## src/rtl/i2c_slave_regs.sv

```systemverilog
// rtl/i2c_slave_regs.sv - I2C target with auto-incrementing 8-bit register file
module i2c_slave_regs #(
  parameter logic [6:0] DEV_ADDR = 7'h55,
  parameter int         NREGS    = 4,
  parameter int         PTR_W    = 2
) (
  input  logic               clk,
  input  logic               reset,
  input  logic               scl,
  input  logic               sda_in,
  output logic               sda_oe,
  output logic [8*NREGS-1:0] regs_flat,
  output logic               wr_pulse,
  output logic [PTR_W-1:0]   wr_index,
  output logic               busy
);

  typedef enum logic [3:0] {
    IDLE,
    ADDR,
    IGNORE,
    ADDR_ACK,
    PTR,
    PTR_ACK,
    WDATA,
    WDATA_ACK,
    RDATA,
    RDATA_ACK
  } state_t;

  state_t           state;
  logic             scl_s1, scl_s2, scl_h;
  logic             sda_s1, sda_s2, sda_h;
  logic             scl_rise, scl_fall, start_det, stop_det;
  logic [6:0]       shift;
  logic [7:0]       rx_byte;
  logic [7:0]       tx;
  logic [3:0]       bitcnt;
  logic             ack_on;
  logic             rw;
  logic             master_nack;
  logic [PTR_W-1:0] ptr;
  logic [7:0]       regs [NREGS];

  // Pointer advance with wrap at the end of the register file
  function automatic logic [PTR_W-1:0] ptr_inc(input logic [PTR_W-1:0] p);
    return (p == PTR_W'(NREGS - 1)) ? '0 : p + PTR_W'(1);
  endfunction

  // Bus synchronisers plus one history stage; idle bus level is high
  always_ff @(posedge clk or posedge reset) begin
    if (reset) begin
      scl_s1 <= 1'b1;
      scl_s2 <= 1'b1;
      scl_h  <= 1'b1;
      sda_s1 <= 1'b1;
      sda_s2 <= 1'b1;
      sda_h  <= 1'b1;
    end else begin
      scl_s1 <= scl;
      scl_s2 <= scl_s1;
      scl_h  <= scl_s2;
      sda_s1 <= sda_in;
      sda_s2 <= sda_s1;
      sda_h  <= sda_s2;
    end
  end

  // Bus event decode; START/STOP only qualify while scl is steadily high
  always_comb begin
    scl_rise  = scl_s2 & ~scl_h;
    scl_fall  = ~scl_s2 & scl_h;
    start_det = scl_s2 & scl_h & sda_h & ~sda_s2;
    stop_det  = scl_s2 & scl_h & ~sda_h & sda_s2;
    rx_byte   = {shift, sda_s2};
  end

  // Flattened view of the register file
  always_comb begin
    regs_flat = '0;
    for (int k = 0; k < NREGS; k++) begin
      regs_flat[8*k +: 8] = regs[k];
    end
  end

  // Protocol FSM: START/STOP override everything, otherwise per-state bit handling
  always_ff @(posedge clk or posedge reset) begin
    if (reset) begin
      state       <= IDLE;
      sda_oe      <= 1'b0;
      wr_pulse    <= 1'b0;
      wr_index    <= '0;
      busy        <= 1'b0;
      ptr         <= '0;
      shift       <= '0;
      tx          <= '0;
      bitcnt      <= '0;
      ack_on      <= 1'b0;
      rw          <= 1'b0;
      master_nack <= 1'b0;
      for (int k = 0; k < NREGS; k++) begin
        regs[k] <= '0;
      end
    end else begin
      wr_pulse <= 1'b0;
      if (start_det) begin
        state  <= ADDR;
        busy   <= 1'b1;
        bitcnt <= '0;
        sda_oe <= 1'b0;
        ack_on <= 1'b0;
      end else if (stop_det) begin
        state  <= IDLE;
        busy   <= 1'b0;
        sda_oe <= 1'b0;
        ack_on <= 1'b0;
      end else begin
        case (state)
          IDLE, IGNORE: begin
            sda_oe <= 1'b0;
          end

          ADDR: begin
            sda_oe <= 1'b0;
            if (scl_rise) begin
              shift <= rx_byte[6:0];
              if (bitcnt == 4'd7) begin
                bitcnt <= '0;
                rw     <= rx_byte[0];
                state  <= (rx_byte[7:1] == DEV_ADDR) ? ADDR_ACK : IGNORE;
              end else begin
                bitcnt <= bitcnt + 4'd1;
              end
            end
          end

          // First fall (end of 8th bit) asserts ACK, second fall (end of 9th) releases it
          ADDR_ACK: begin
            if (scl_fall) begin
              if (!ack_on) begin
                sda_oe <= 1'b1;
                ack_on <= 1'b1;
              end else begin
                ack_on <= 1'b0;
                bitcnt <= '0;
                if (rw) begin
                  state  <= RDATA;
                  sda_oe <= ~regs[ptr][7];
                  tx     <= {regs[ptr][6:0], 1'b0};
                end else begin
                  state  <= PTR;
                  sda_oe <= 1'b0;
                end
              end
            end
          end

          PTR: begin
            sda_oe <= 1'b0;
            if (scl_rise) begin
              shift <= rx_byte[6:0];
              if (bitcnt == 4'd7) begin
                bitcnt <= '0;
                ptr    <= rx_byte[PTR_W-1:0];
                state  <= PTR_ACK;
              end else begin
                bitcnt <= bitcnt + 4'd1;
              end
            end
          end

          PTR_ACK, WDATA_ACK: begin
            if (scl_fall) begin
              if (!ack_on) begin
                sda_oe <= 1'b1;
                ack_on <= 1'b1;
              end else begin
                sda_oe <= 1'b0;
                ack_on <= 1'b0;
                bitcnt <= '0;
                state  <= WDATA;
              end
            end
          end

          WDATA: begin
            sda_oe <= 1'b0;
            if (scl_rise) begin
              shift <= rx_byte[6:0];
              if (bitcnt == 4'd7) begin
                bitcnt    <= '0;
                regs[ptr] <= rx_byte;
                wr_pulse  <= 1'b1;
                wr_index  <= ptr;
                ptr       <= ptr_inc(ptr);
                state     <= WDATA_ACK;
              end else begin
                bitcnt <= bitcnt + 4'd1;
              end
            end
          end

          // Each fall presents the next bit; the fall after the 8th bit releases the bus
          RDATA: begin
            if (scl_rise) begin
              bitcnt <= bitcnt + 4'd1;
            end else if (scl_fall) begin
              if (bitcnt == 4'd8) begin
                sda_oe <= 1'b0;
                bitcnt <= '0;
                ptr    <= ptr_inc(ptr);
                state  <= RDATA_ACK;
              end else begin
                sda_oe <= ~tx[7];
                tx     <= {tx[6:0], 1'b0};
              end
            end
          end

          // Master's ACK/NACK is sampled on the rise and acted on at the following fall
          RDATA_ACK: begin
            if (scl_rise) begin
              master_nack <= sda_s2;
            end else if (scl_fall) begin
              if (master_nack) begin
                sda_oe <= 1'b0;
                state  <= IGNORE;
              end else begin
                sda_oe <= ~regs[ptr][7];
                tx     <= {regs[ptr][6:0], 1'b0};
                bitcnt <= '0;
                state  <= RDATA;
              end
            end
          end

          default: begin
            state  <= IDLE;
            sda_oe <= 1'b0;
          end
        endcase
      end
    end
  end

endmodule

```

## config.mk

```make
export PLATFORM = sky130hd
export DESIGN_NAME = i2c_slave_regs
export DESIGN_NICKNAME = d
export VERILOG_FILES = /design/src/rtl/i2c_slave_regs.sv
export SDC_FILE = /design/constraint.sdc
export NUM_CORES = 1
export LEC_CHECK = 0
export ABC_AREA = 1
export CORE_ASPECT_RATIO = 1.75
export CORE_MARGIN = 2
export CORE_UTILIZATION = 55
export CTS_CLUSTER_SIZE = 40
export DETAILED_ROUTE_END_ITERATION = 8
export PLACE_DENSITY = 0.8
export SKIP_LAST_GASP = 1
export SLEW_MARGIN = 40
export SYNTH_ARGS = -nofsm -noshare
export SYNTH_HDL_FRONTEND = slang
export SYNTH_SLANG_ARGS = --single-unit
```

## constraint.sdc

```tcl
create_clock -name clk -period 4.9 [get_ports clk]
set_clock_uncertainty 0.2 [all_clocks]
set_input_delay 0.49 -clock clk [delete_from_list [all_inputs] [get_ports clk]]
set_output_delay 0.49 -clock clk [all_outputs]
set_load 0.1 [all_outputs]
```

==> qor.csv <==
stage,metric,value,unit
synthesis,register area share after synthesis,47.8,%
synthesis,mapped cell area,3680,sq um
cts,clk buf depth,2,
power_and_ir_drop,Power Density,313,nW/um^2
final_layout,nets,519,
synthesis,cells after synthesis,469,
cts,Post CTS Setup Buffer Count,0,
place,GP Congestion,0.995,
floorplan,Rows,39,
synthesis,Mean Syn Cell Area,7.85,sq um
routing,vias,3331,
synthesis,register bit total from synthesis,70,
setup_path,path depth of the worst reg2reg path,5,
min_path,WHS Path Cells,0,
place,# port buffers,40,
power_and_ir_drop,VDD IR-drop max,0.000265,V
global_route,global-route wire length before repair,15800,microns
setup_path,crit start category,register,
setup_path,critical path's largest stage delay,830,ps
sta,Final TNS setup,0,ps
global_route,grt ovf,0,
cts,CTS tree,yes,
place,DP HPWL,7060,microns
flow_run,MaxCap Viol Count,0,
power_and_ir_drop,Leak,2.12,nW
synthesis,synth top area cells,"dfrtp_1 43%, nand2_1 16%, nand3_1 6.4%, dfstp_2 4.3%, o21ai_1 3.8%",
cts,Resized cells post-CTS,0,
place,Post-DP Area,3910,sq um
synthesis,Synth Net Count,482,
final_layout,Area Overhead vs Synth,14.3,%
routing,starting DRC count in detailed routing,327,
place,Post-Place Setup Slack,2310,ps
cts,Clock Root Buffer,clkbuf_16,
routing,drt first pass iters,5,
global_route,gr usage total,28.9,%
sta,max-slew violations,0,
sta,RSZ-0062 raised after global routing,false,
final_layout,Storage cell area,1760,sq um
sta,Tcrit/Tclk final,55.3,%
sta,Final min period,2710,ps
sta,worst hold slack,155,ps
sta,final hold violations,0,
min_path,Hold WC Path Type,register to register,
floorplan,num ports,41,
floorplan,Die Y,112,microns
run_status,status,"complete, no violations",
setup_path,Max Fanout on Critical Path,21,
final_layout,final non-filler cell area,4210,sq um
sta,worst-margin pin slew,761,ps
floorplan,die width,65.9,microns
cts,CTS sink count,70,
synthesis,post-synth top area share,43.5,%
cts,Hold Buf Count CTS,0,
synthesis,leading area contributor after synthesis,dfrtp_1,
setup_path,WS Path Type,register to register,
routing,routed vias/inst,5.62,
cts,Clock Latency Late Sink,330,ps
cts,Num CTS Buffers,9,
global_route,number of global-route vias before repair,3219,
cts,H-tree depth,3,
routing,Routed WL,9780,microns
final_layout,ANT cells,0,
routing,ANT nets after route,0,
global_route,initial antenna violation count,0,
cts,Worst-path clk slew,50,ps
global_route,largest net degree at the start of global routing,43,
floorplan,Initial Utilization,56.7,%
setup_path,Critical-path top delay cell,dfrtp_1,
setup_path,CP arrival,2760,ps
final_layout,fillers,576,
final_layout,layout cells sized above 1,16.6,%
sta,setup ws final,2190,ps
setup_path,CP required,4950,ps
sta,Max-slew headroom,49.2,%
synthesis,Yosys Warn Count,0,
final_layout,area of the multi-input gates,1690,sq um
routing,DRC,0,
synthesis,"Distinct cells, synth",29,
setup_path,CP cell instances,"clkinv_1, ha_1, nand2_4, nand2_1, o21ai_1",
sta,FMAX,0.369,GHz
floorplan,core area,6490,sq um
routing,WL per Instance,16.5,microns
sta,# setup viols final,0,
setup_path,crit path capture type,register,
floorplan,die area,7390,sq um
==> final cells by class <==
class,instances,share of cell area (%)
inverters,37,3.33
well taps,82,2.44
repair buffers,41,5.29
clock inverters,4,1.13
flip-flops and latches,70,41.8
clock buffers,12,5.85
multi-input cells,347,40.2
==> synthesized netlist by cell type (all sizes together) <==
library cell	instances
a21oi	11
a221oi	1
a31oi	2
buf	9
clkbuf	6
clkinv	3
dfrtp	64
dfstp	6
ha	9
inv	34
nand2	169
nand3	47
nand4	2
nor2	38
nor3	6
o21ai	60
xnor2	1
xor2	1
==> kinds of logic after synthesis <==
family	Yosys count	share of synthesized area, %
buffers and inverters	52	6.39
flip-flops	70	47.8
adder cells (fa/ha/maj)	9	3.06
AND/OR/NAND/NOR	262	31.0
XOR/XNOR	2	0.476
AO/OA/AOI/OAI	74	11.3
==> flip-flops by register name (all words and copies together) (netlist names) <==
name and count:
scl_h 1, tx 7, regs_flat 32, busy 1
wr_pulse 1, bitcnt 4, sda_h 1, shift 7
master_nack 1, rw 1, sda_oe 1, sda_s1 1
state 4, scl_s1 1, wr_index 2, scl_s2 1
ack_on 1, ptr 2, sda_s2 1
==> routing by layer <==
metal  vias to the layer above  share of wire, %  routed length (microns)  global-route usage (%)
met5                         -                 0                        0                       0
met4                         0               5.2                      509                    16.7
met3                        41               4.6                      446                    5.71
met2                       138                54                     5310                    49.8
met1                      1558                36                     3520                    32.1
li1                       1594                 -                        -                       -
==> power by group <==
| part | switching [mW] | total (mW) | internal, mW | leakage, nW |
|---|---|---|---|---|
| logic | 0.0630 | 0.0794 | 0.0164 | 1.02 |
| registers | 0.00892 | 0.598 | 0.589 | 0.954 |
| clock network | 0.235 | 0.642 | 0.406 | 0.143 |
| total | 0.307 | 1.32 | 1.01 | 2.12 |
==> placed cells by master (no fill, tap or decap), types with 2 or more instances in the layout <==
master,count
clkbuf_16,9
nand3_1,47
clkinv_1,2
clkbuf_1,2
nand2_2,2
buf_2,37
nor2_1,36
inv_1,31
o21ai_0,21
dfrtp_1,64
a31oi_1,2
clkinv_2,3
inv_2,3
ha_1,9
nand2_1,161
o21ai_1,27
nor3_1,5
a21oi_1,11
clkdlybuf4s50_1,3
dfstp_2,6
nand4_1,2
nand2_4,6
o21ai_2,12
==> final timing paths <==
path	start	endpoint	slack (ps)
max reg2reg	ptr[0]$_DFFE_PP0P_	regs_flat[22]$_DFFE_PP0P_	2190
min	scl_s1$_DFF_PP1_	scl_s2$_DFF_PP1_	160
min reg2reg	scl_s1$_DFF_PP1_	scl_s2$_DFF_PP1_	160
min in group asynchronous	reset	bitcnt[0]$_DFFE_PP0P_	360
max	ptr[0]$_DFFE_PP0P_	regs_flat[22]$_DFFE_PP0P_	2190
max in group asynchronous	reset	ptr[1]$_DFFE_PP0P_	3160
==> critical path, delay by kind of cell, from the launching register on <==
kind,cells,cell delay [ps]
compound gates,1,90
buf+inv,1,730
simple gates,2,290
fa+ha+maj,1,480
flops,1,830
==> per-stage QoR <==
step | total power [mW] | util [%] | instances
global route | 1.36 | 64.9 | 593
global placement | 0.687 | 63.1 | 577
floorplan | 0.662 | - | 469
finish | 1.32 | 64.9 | 593
CTS | 1.33 | 64.8 | 593
detailed placement | 0.686 | 60.3 | 577
Power figures use the tool's default switching activity.
